$ cat config.mk
export PLATFORM = sky130hd
export DESIGN_NAME = input_debounce_flat
export DESIGN_NICKNAME = d
export VERILOG_FILES = /design/src/rtl/input_debounce_pkg.sv /design/src/rtl/input_debounce_if.sv /design/src/rtl/debounce_chan.sv /design/src/rtl/input_debounce.sv /design/src/flat_wrapper.sv
export SDC_FILE = /design/constraint.sdc
export NUM_CORES = 1
export LEC_CHECK = 0
export BUFFER_PORTS_ARGS = -buffer_cell sky130_fd_sc_hd__buf_4
export CORE_AREA = 2 2 93 95
export DETAILED_ROUTE_END_ITERATION = 10
export DIE_AREA = 0 0 95 97
export PLACE_DENSITY = 0.83
export RECOVER_POWER = 100
export SKIP_CTS_REPAIR_TIMING = 1
export SYNTH_ARGS = -nofsm -noshare
export SYNTH_HDL_FRONTEND = slang
export SYNTH_SLANG_ARGS = --single-unit
$ cat constraint.sdc
create_clock -name clk -period 5.4 [get_ports clk]
set_input_delay 1.08 -clock clk [delete_from_list [all_inputs] [get_ports clk]]
set_output_delay 1.08 -clock clk [all_outputs]
set_load 0.05 [all_outputs]
$ cat src/rtl/input_debounce_pkg.sv
// Shared constants for the switch/key debouncer: default timing, idle levels and counter widths.
package input_debounce_pkg;

  localparam int unsigned TICK_DIV_DEF     = 500;
  localparam int unsigned STABLE_TICKS_DEF = 100;
  localparam logic [3:0]  KEY_IDLE_DEF     = 4'b1111;
  localparam logic [3:0]  SW_IDLE_DEF      = 4'b0000;

  localparam int unsigned TICK_W = 16;
  localparam int unsigned STAB_W = 8;
  localparam int unsigned NUM_SW  = 4;
  localparam int unsigned NUM_KEY = 4;

endpackage

$ cat src/rtl/input_debounce_if.sv
// Pin-side bundle of the debouncer: raw switch/key inputs, clean levels, key events and tick.
interface input_debounce_if;
  import input_debounce_pkg::*;

  logic [NUM_SW-1:0]  switches_raw;
  logic [NUM_KEY-1:0] keys_raw;
  logic [NUM_SW-1:0]  switches;
  logic [NUM_KEY-1:0] keys;
  logic [NUM_KEY-1:0] key_press;
  logic [NUM_KEY-1:0] key_release;
  logic               tick;

  modport master (
    output switches_raw, keys_raw,
    input  switches, keys, key_press, key_release, tick
  );

  modport slave (
    input  switches_raw, keys_raw,
    output switches, keys, key_press, key_release, tick
  );

endinterface

$ cat src/rtl/debounce_chan.sv
// One debounced input: two-flop synchroniser, stability counter advanced on the shared tick,
// accepted level and registered rise/fall event pulses.
module debounce_chan
  import input_debounce_pkg::*;
#(
  parameter int unsigned STABLE_TICKS = STABLE_TICKS_DEF
) (
  input  logic clk,
  input  logic rst,
  input  logic tick,
  input  logic raw,
  input  logic idle,
  output logic out,
  output logic rise,
  output logic fall
);

  localparam logic [STAB_W-1:0] CntMax = STAB_W'(STABLE_TICKS - 1);

  logic              s1;
  logic              s2;
  logic [STAB_W-1:0] cnt;

  always_ff @(posedge clk) begin
    if (rst) begin
      s1   <= idle;
      s2   <= idle;
      out  <= idle;
      cnt  <= '0;
      rise <= 1'b0;
      fall <= 1'b0;
    end else begin
      s1   <= raw;
      s2   <= s1;
      rise <= 1'b0;
      fall <= 1'b0;
      // Any cycle where the synchronised level agrees with the output restarts the count.
      if (s2 == out) begin
        cnt <= '0;
      end else if (tick) begin
        if (cnt == CntMax) begin
          out  <= s2;
          cnt  <= '0;
          rise <= s2;
          fall <= ~s2;
        end else begin
          cnt <= cnt + STAB_W'(1);
        end
      end
    end
  end

endmodule

$ cat src/rtl/input_debounce.sv
// Debouncer for four switches and four active-low keys sharing one sample-tick prescaler.
module input_debounce
  import input_debounce_pkg::*;
#(
  parameter int unsigned TICK_DIV     = TICK_DIV_DEF,
  parameter int unsigned STABLE_TICKS = STABLE_TICKS_DEF,
  parameter logic [3:0]  KEY_IDLE     = KEY_IDLE_DEF,
  parameter logic [3:0]  SW_IDLE      = SW_IDLE_DEF
) (
  input logic            clk,
  input logic            rst,
  input_debounce_if.slave bus
);

  localparam logic [TICK_W-1:0] TickMax = TICK_W'(TICK_DIV - 1);

  logic [TICK_W-1:0]  tick_cnt;
  logic [TICK_W-1:0]  tick_nxt;
  logic               tick_strobe;
  logic [NUM_SW-1:0]  sw_out;
  logic [NUM_SW-1:0]  unused_sw_rise;
  logic [NUM_SW-1:0]  unused_sw_fall;
  logic [NUM_KEY-1:0] key_out;
  logic [NUM_KEY-1:0] key_rise;
  logic [NUM_KEY-1:0] key_fall;

  always_comb begin
    tick_nxt = (tick_cnt == TickMax) ? '0 : tick_cnt + TICK_W'(1);
  end

  // Tick is registered so it is high exactly while tick_cnt sits at TICK_DIV-1.
  always_ff @(posedge clk) begin
    if (rst) begin
      tick_cnt    <= '0;
      tick_strobe <= 1'b0;
    end else begin
      tick_cnt    <= tick_nxt;
      tick_strobe <= (tick_nxt == TickMax);
    end
  end

  for (genvar i = 0; i < NUM_SW; i++) begin : g_sw
    debounce_chan #(
      .STABLE_TICKS(STABLE_TICKS)
    ) u_chan (
      .clk  (clk),
      .rst  (rst),
      .tick (tick_strobe),
      .raw  (bus.switches_raw[i]),
      .idle (SW_IDLE[i]),
      .out  (sw_out[i]),
      .rise (unused_sw_rise[i]),
      .fall (unused_sw_fall[i])
    );
  end

  for (genvar i = 0; i < NUM_KEY; i++) begin : g_key
    debounce_chan #(
      .STABLE_TICKS(STABLE_TICKS)
    ) u_chan (
      .clk  (clk),
      .rst  (rst),
      .tick (tick_strobe),
      .raw  (bus.keys_raw[i]),
      .idle (KEY_IDLE[i]),
      .out  (key_out[i]),
      .rise (key_rise[i]),
      .fall (key_fall[i])
    );
  end

  // Keys are active-low: a falling level is a press.
  assign bus.switches    = sw_out;
  assign bus.keys        = key_out;
  assign bus.key_press   = key_fall;
  assign bus.key_release = key_rise;
  assign bus.tick        = tick_strobe;

endmodule

$ cat src/flat_wrapper.sv
// flat-port wrapper written by rule: the top's interface ports become plain ports
module input_debounce_flat import input_debounce_pkg::*;
#(
  parameter int unsigned TICK_DIV     = TICK_DIV_DEF,
  parameter int unsigned STABLE_TICKS = STABLE_TICKS_DEF,
  parameter logic [3:0]  KEY_IDLE     = KEY_IDLE_DEF,
  parameter logic [3:0]  SW_IDLE      = SW_IDLE_DEF
)
  (clk, rst, bus_switches_raw, bus_keys_raw, bus_switches, bus_keys, bus_key_press, bus_key_release, bus_tick);
  input_debounce_if bus_i ();
  input logic clk;
  input logic rst;
  input wire logic [$bits(bus_i.switches_raw)-1:0] bus_switches_raw;
  input wire logic [$bits(bus_i.keys_raw)-1:0] bus_keys_raw;
  output wire logic [$bits(bus_i.switches)-1:0] bus_switches;
  output wire logic [$bits(bus_i.keys)-1:0] bus_keys;
  output wire logic [$bits(bus_i.key_press)-1:0] bus_key_press;
  output wire logic [$bits(bus_i.key_release)-1:0] bus_key_release;
  output wire logic [$bits(bus_i.tick)-1:0] bus_tick;
  assign bus_i.switches_raw = bus_switches_raw;
  assign bus_i.keys_raw = bus_keys_raw;
  assign bus_switches = bus_i.switches;
  assign bus_keys = bus_i.keys;
  assign bus_key_press = bus_i.key_press;
  assign bus_key_release = bus_i.key_release;
  assign bus_tick = bus_i.tick;
  input_debounce #(.TICK_DIV(TICK_DIV), .STABLE_TICKS(STABLE_TICKS), .KEY_IDLE(KEY_IDLE), .SW_IDLE(SW_IDLE)) u_core (.clk(clk), .rst(rst), .bus(bus_i));
endmodule
==> summary.txt <==
Final Max Tran Viols: 53
Buffers added on ports: 26
YS warnings: 0
Area grow syn2layout: 14.7%
Mapped cell area: 4750 um^2
Synth Register Bits: 113
Skew final: 7.81 ps
Register area share after synthesis: 47.6%
Run status: finished, violations left
Post-synth top cells: dfxtp_1 (113), nor2_1 (86), xnor2_1 (35)
Rel. slew slack: -37.4%
CTS tree: built
1st-iter DRT viols: 131
Ys flop type: dfxtp_1
Yosys top cell by area: dfxtp_1
Core Area: 8130 um^2
RSZ-0062 raised after global routing: no
Synth Net Count: 534
Antenna cells: 0
Setup TNS: 0 ps
Htree depth: 4
Asr flop ratio synth: 0%
Vias per inst: 5.38
Worst-Margin Slew: 2060 ps
Final count of hold timing violations: 0
Mean Syn Cell Area: 9.25 um^2
CP Class: in2reg
Worst reg-to-reg path cell count: 6
# Max-Cap Violations: 1
Initial antenna violation count: 0
Pwr/cell area: 387 nW/um^2
Vias: 3483
Worst-path fanout max: 52
GP Congestion: 0.913
WP data arrival: 3540 ps
Worst-Skew Late Latency: 510 ps
Final min period: 3170 ps
Clk sinks: 113
CTS Root Buffer Type: clkbuf_8
Peak supply drop: 0.000295 V
# DRC: 0
Post-DRT Antenna Nets: 0
Min-Delay Path Class: reg2reg
CP required: 5770 ps
Ratio of cells with drive above 1 in the final layout: 9.39%
Grt total ovfl: 0
Final period utilization: 58.7%
Hold Path Depth: 1
Nets: 550
Row count: 33
Max Root-Sink Buffers: 2
Initial DRT Pass Iterations: 6
Vias in the first global route: 3399
Leakage: 0.00189 uW
Initial Util: 58.4%
Clock slew at reported path FFs: 50 ps
Number of flops mapped to enable cells by yosys: 0
Die height: 97 um
Die W: 95 um
Pin count of the biggest net entering global routing: 53
I/O Pins: 27
Endpoints failing setup: 0
CTS Buf Count: 17
Largest registers: u_core.g_key.u_chan.cnt (32), u_core.g_sw.u_chan.cnt (32), u_core.tick_cnt (16)
Total GRT Usage: 20.3%
CP startpoint kind: input port
Mapped Cells: 514
CP Capture Type: register
Fmax: 316 MHz
Final core occ: 67.1%
Routed wire length: 8690 um
Violated checks: max-capacitance violations, max-slew violations
Global-route wire length before repair: 14800 um
Most common cell in the synthesized netlist: dfxtp_1
Netlist cell types: 40
Post-synth top area share: 47.6%
Dpl hpwl: 5460 um
Main area contributors after synthesis: dfxtp_1 (48%), nor2_1 (6.8%), xnor2_1 (6.4%), xor2_1 (5.3%), mux2i_1 (2.7%)
Area of the die: 9220 um^2
DR WL/cell: 13.4 um
power by group:
part	internal (uW)	switching (uW)
combinational	13.6	17.4
clock	863	369
sequential	842	6.04
worst max-delay path, stage by stage:
cell       delay (ps)
clkbuf_1          750
a41o_1            650
a21oi_1           200
or4b_1            450
a2111oi_0         390
path summary, 6_finish.rpt:
kind	to	slack [ps]	startpoint
worst min-delay path	u_core.g_key[0].u_chan.s2$_SDFF_PP1_	410	u_core.g_key[0].u_chan.s1$_SDFF_PP1_
worst max register to register	u_core.bus.tick$_SDFF_PP0_	2980	u_core.tick_cnt[0]$_SDFF_PP0_
worst min register to register	u_core.g_key[0].u_chan.s2$_SDFF_PP1_	410	u_core.g_key[0].u_chan.s1$_SDFF_PP1_
worst max-delay path	u_core.bus.tick$_SDFF_PP0_	2230	rst
per-layer routing:
layer	share of wire, %	vias up	global-route usage (%)	routed length (um)
li1	-	1758	-	-
met1	45	1618	23.4	3920
met2	49	92	34.5	4280
met3	4.2	15	6.39	369
met4	1.5	0	7.92	129
met5	0	-	0	0
per-stage QoR:
| step | power, uW | hold slack, ps | setup slack [ps] | std cells | cell area [um^2] |
|---|---|---|---|---|---|
| final | 2110 | 407 | 2230 | 648 | 5450 |
| after floorplan | 888 | 389 | 2940 | 514 | 4750 |
| after detailed placement | 897 | 394 | 2620 | 616 | 4870 |
| after global placement | 895 | 391 | 2700 | 616 | 4870 |
| after CTS | 2130 | 410 | 2910 | 648 | 5530 |
| after global routing | 2170 | 423 | 2020 | 648 | 5450 |
cells in the final DEF, fill, tap and decap left out, types with 14 or more instances in the layout:
| cell | Yosys | routed |
|---|---|---|
| nor2_1 | 86 | 86 |
| a21oi_1 | 14 | 15 |
| dfxtp_1 | 113 | 113 |
| nand3_1 | 26 | 26 |
| nand2_1 | 29 | 29 |
| clkbuf_16 | 0 | 16 |
| clkbuf_1 | 7 | 20 |
| xnor2_1 | 35 | 35 |
| nand4_1 | 19 | 19 |
| nor2b_1 | 14 | 14 |
| xor2_1 | 29 | 29 |
cell families (layout without fill, tap and decap cells):
group | count (synthesis) | count (layout) | share of synthesized area (%)
simple gates | 243 | 243 | 25.7
mux | 13 | 13 | 2.74
xor+xnor | 64 | 64 | 11.8
flops | 113 | 113 | 47.6
fa+ha+maj | 10 | 10 | 2.63
compound gates | 35 | 35 | 4.63
buf+inv | 36 | 65 | 4.95
layout make-up:
cell class	count	area, um^2
tap	105	131
clock inverter	11	208
clock buffer	21	449
multi-input combinational	365	2250
inverter	6	22.5
fill	627	2680
sequential	113	2260
timing repair buffer	27	135
Note: power is estimated with default switching activity, not from simulation.
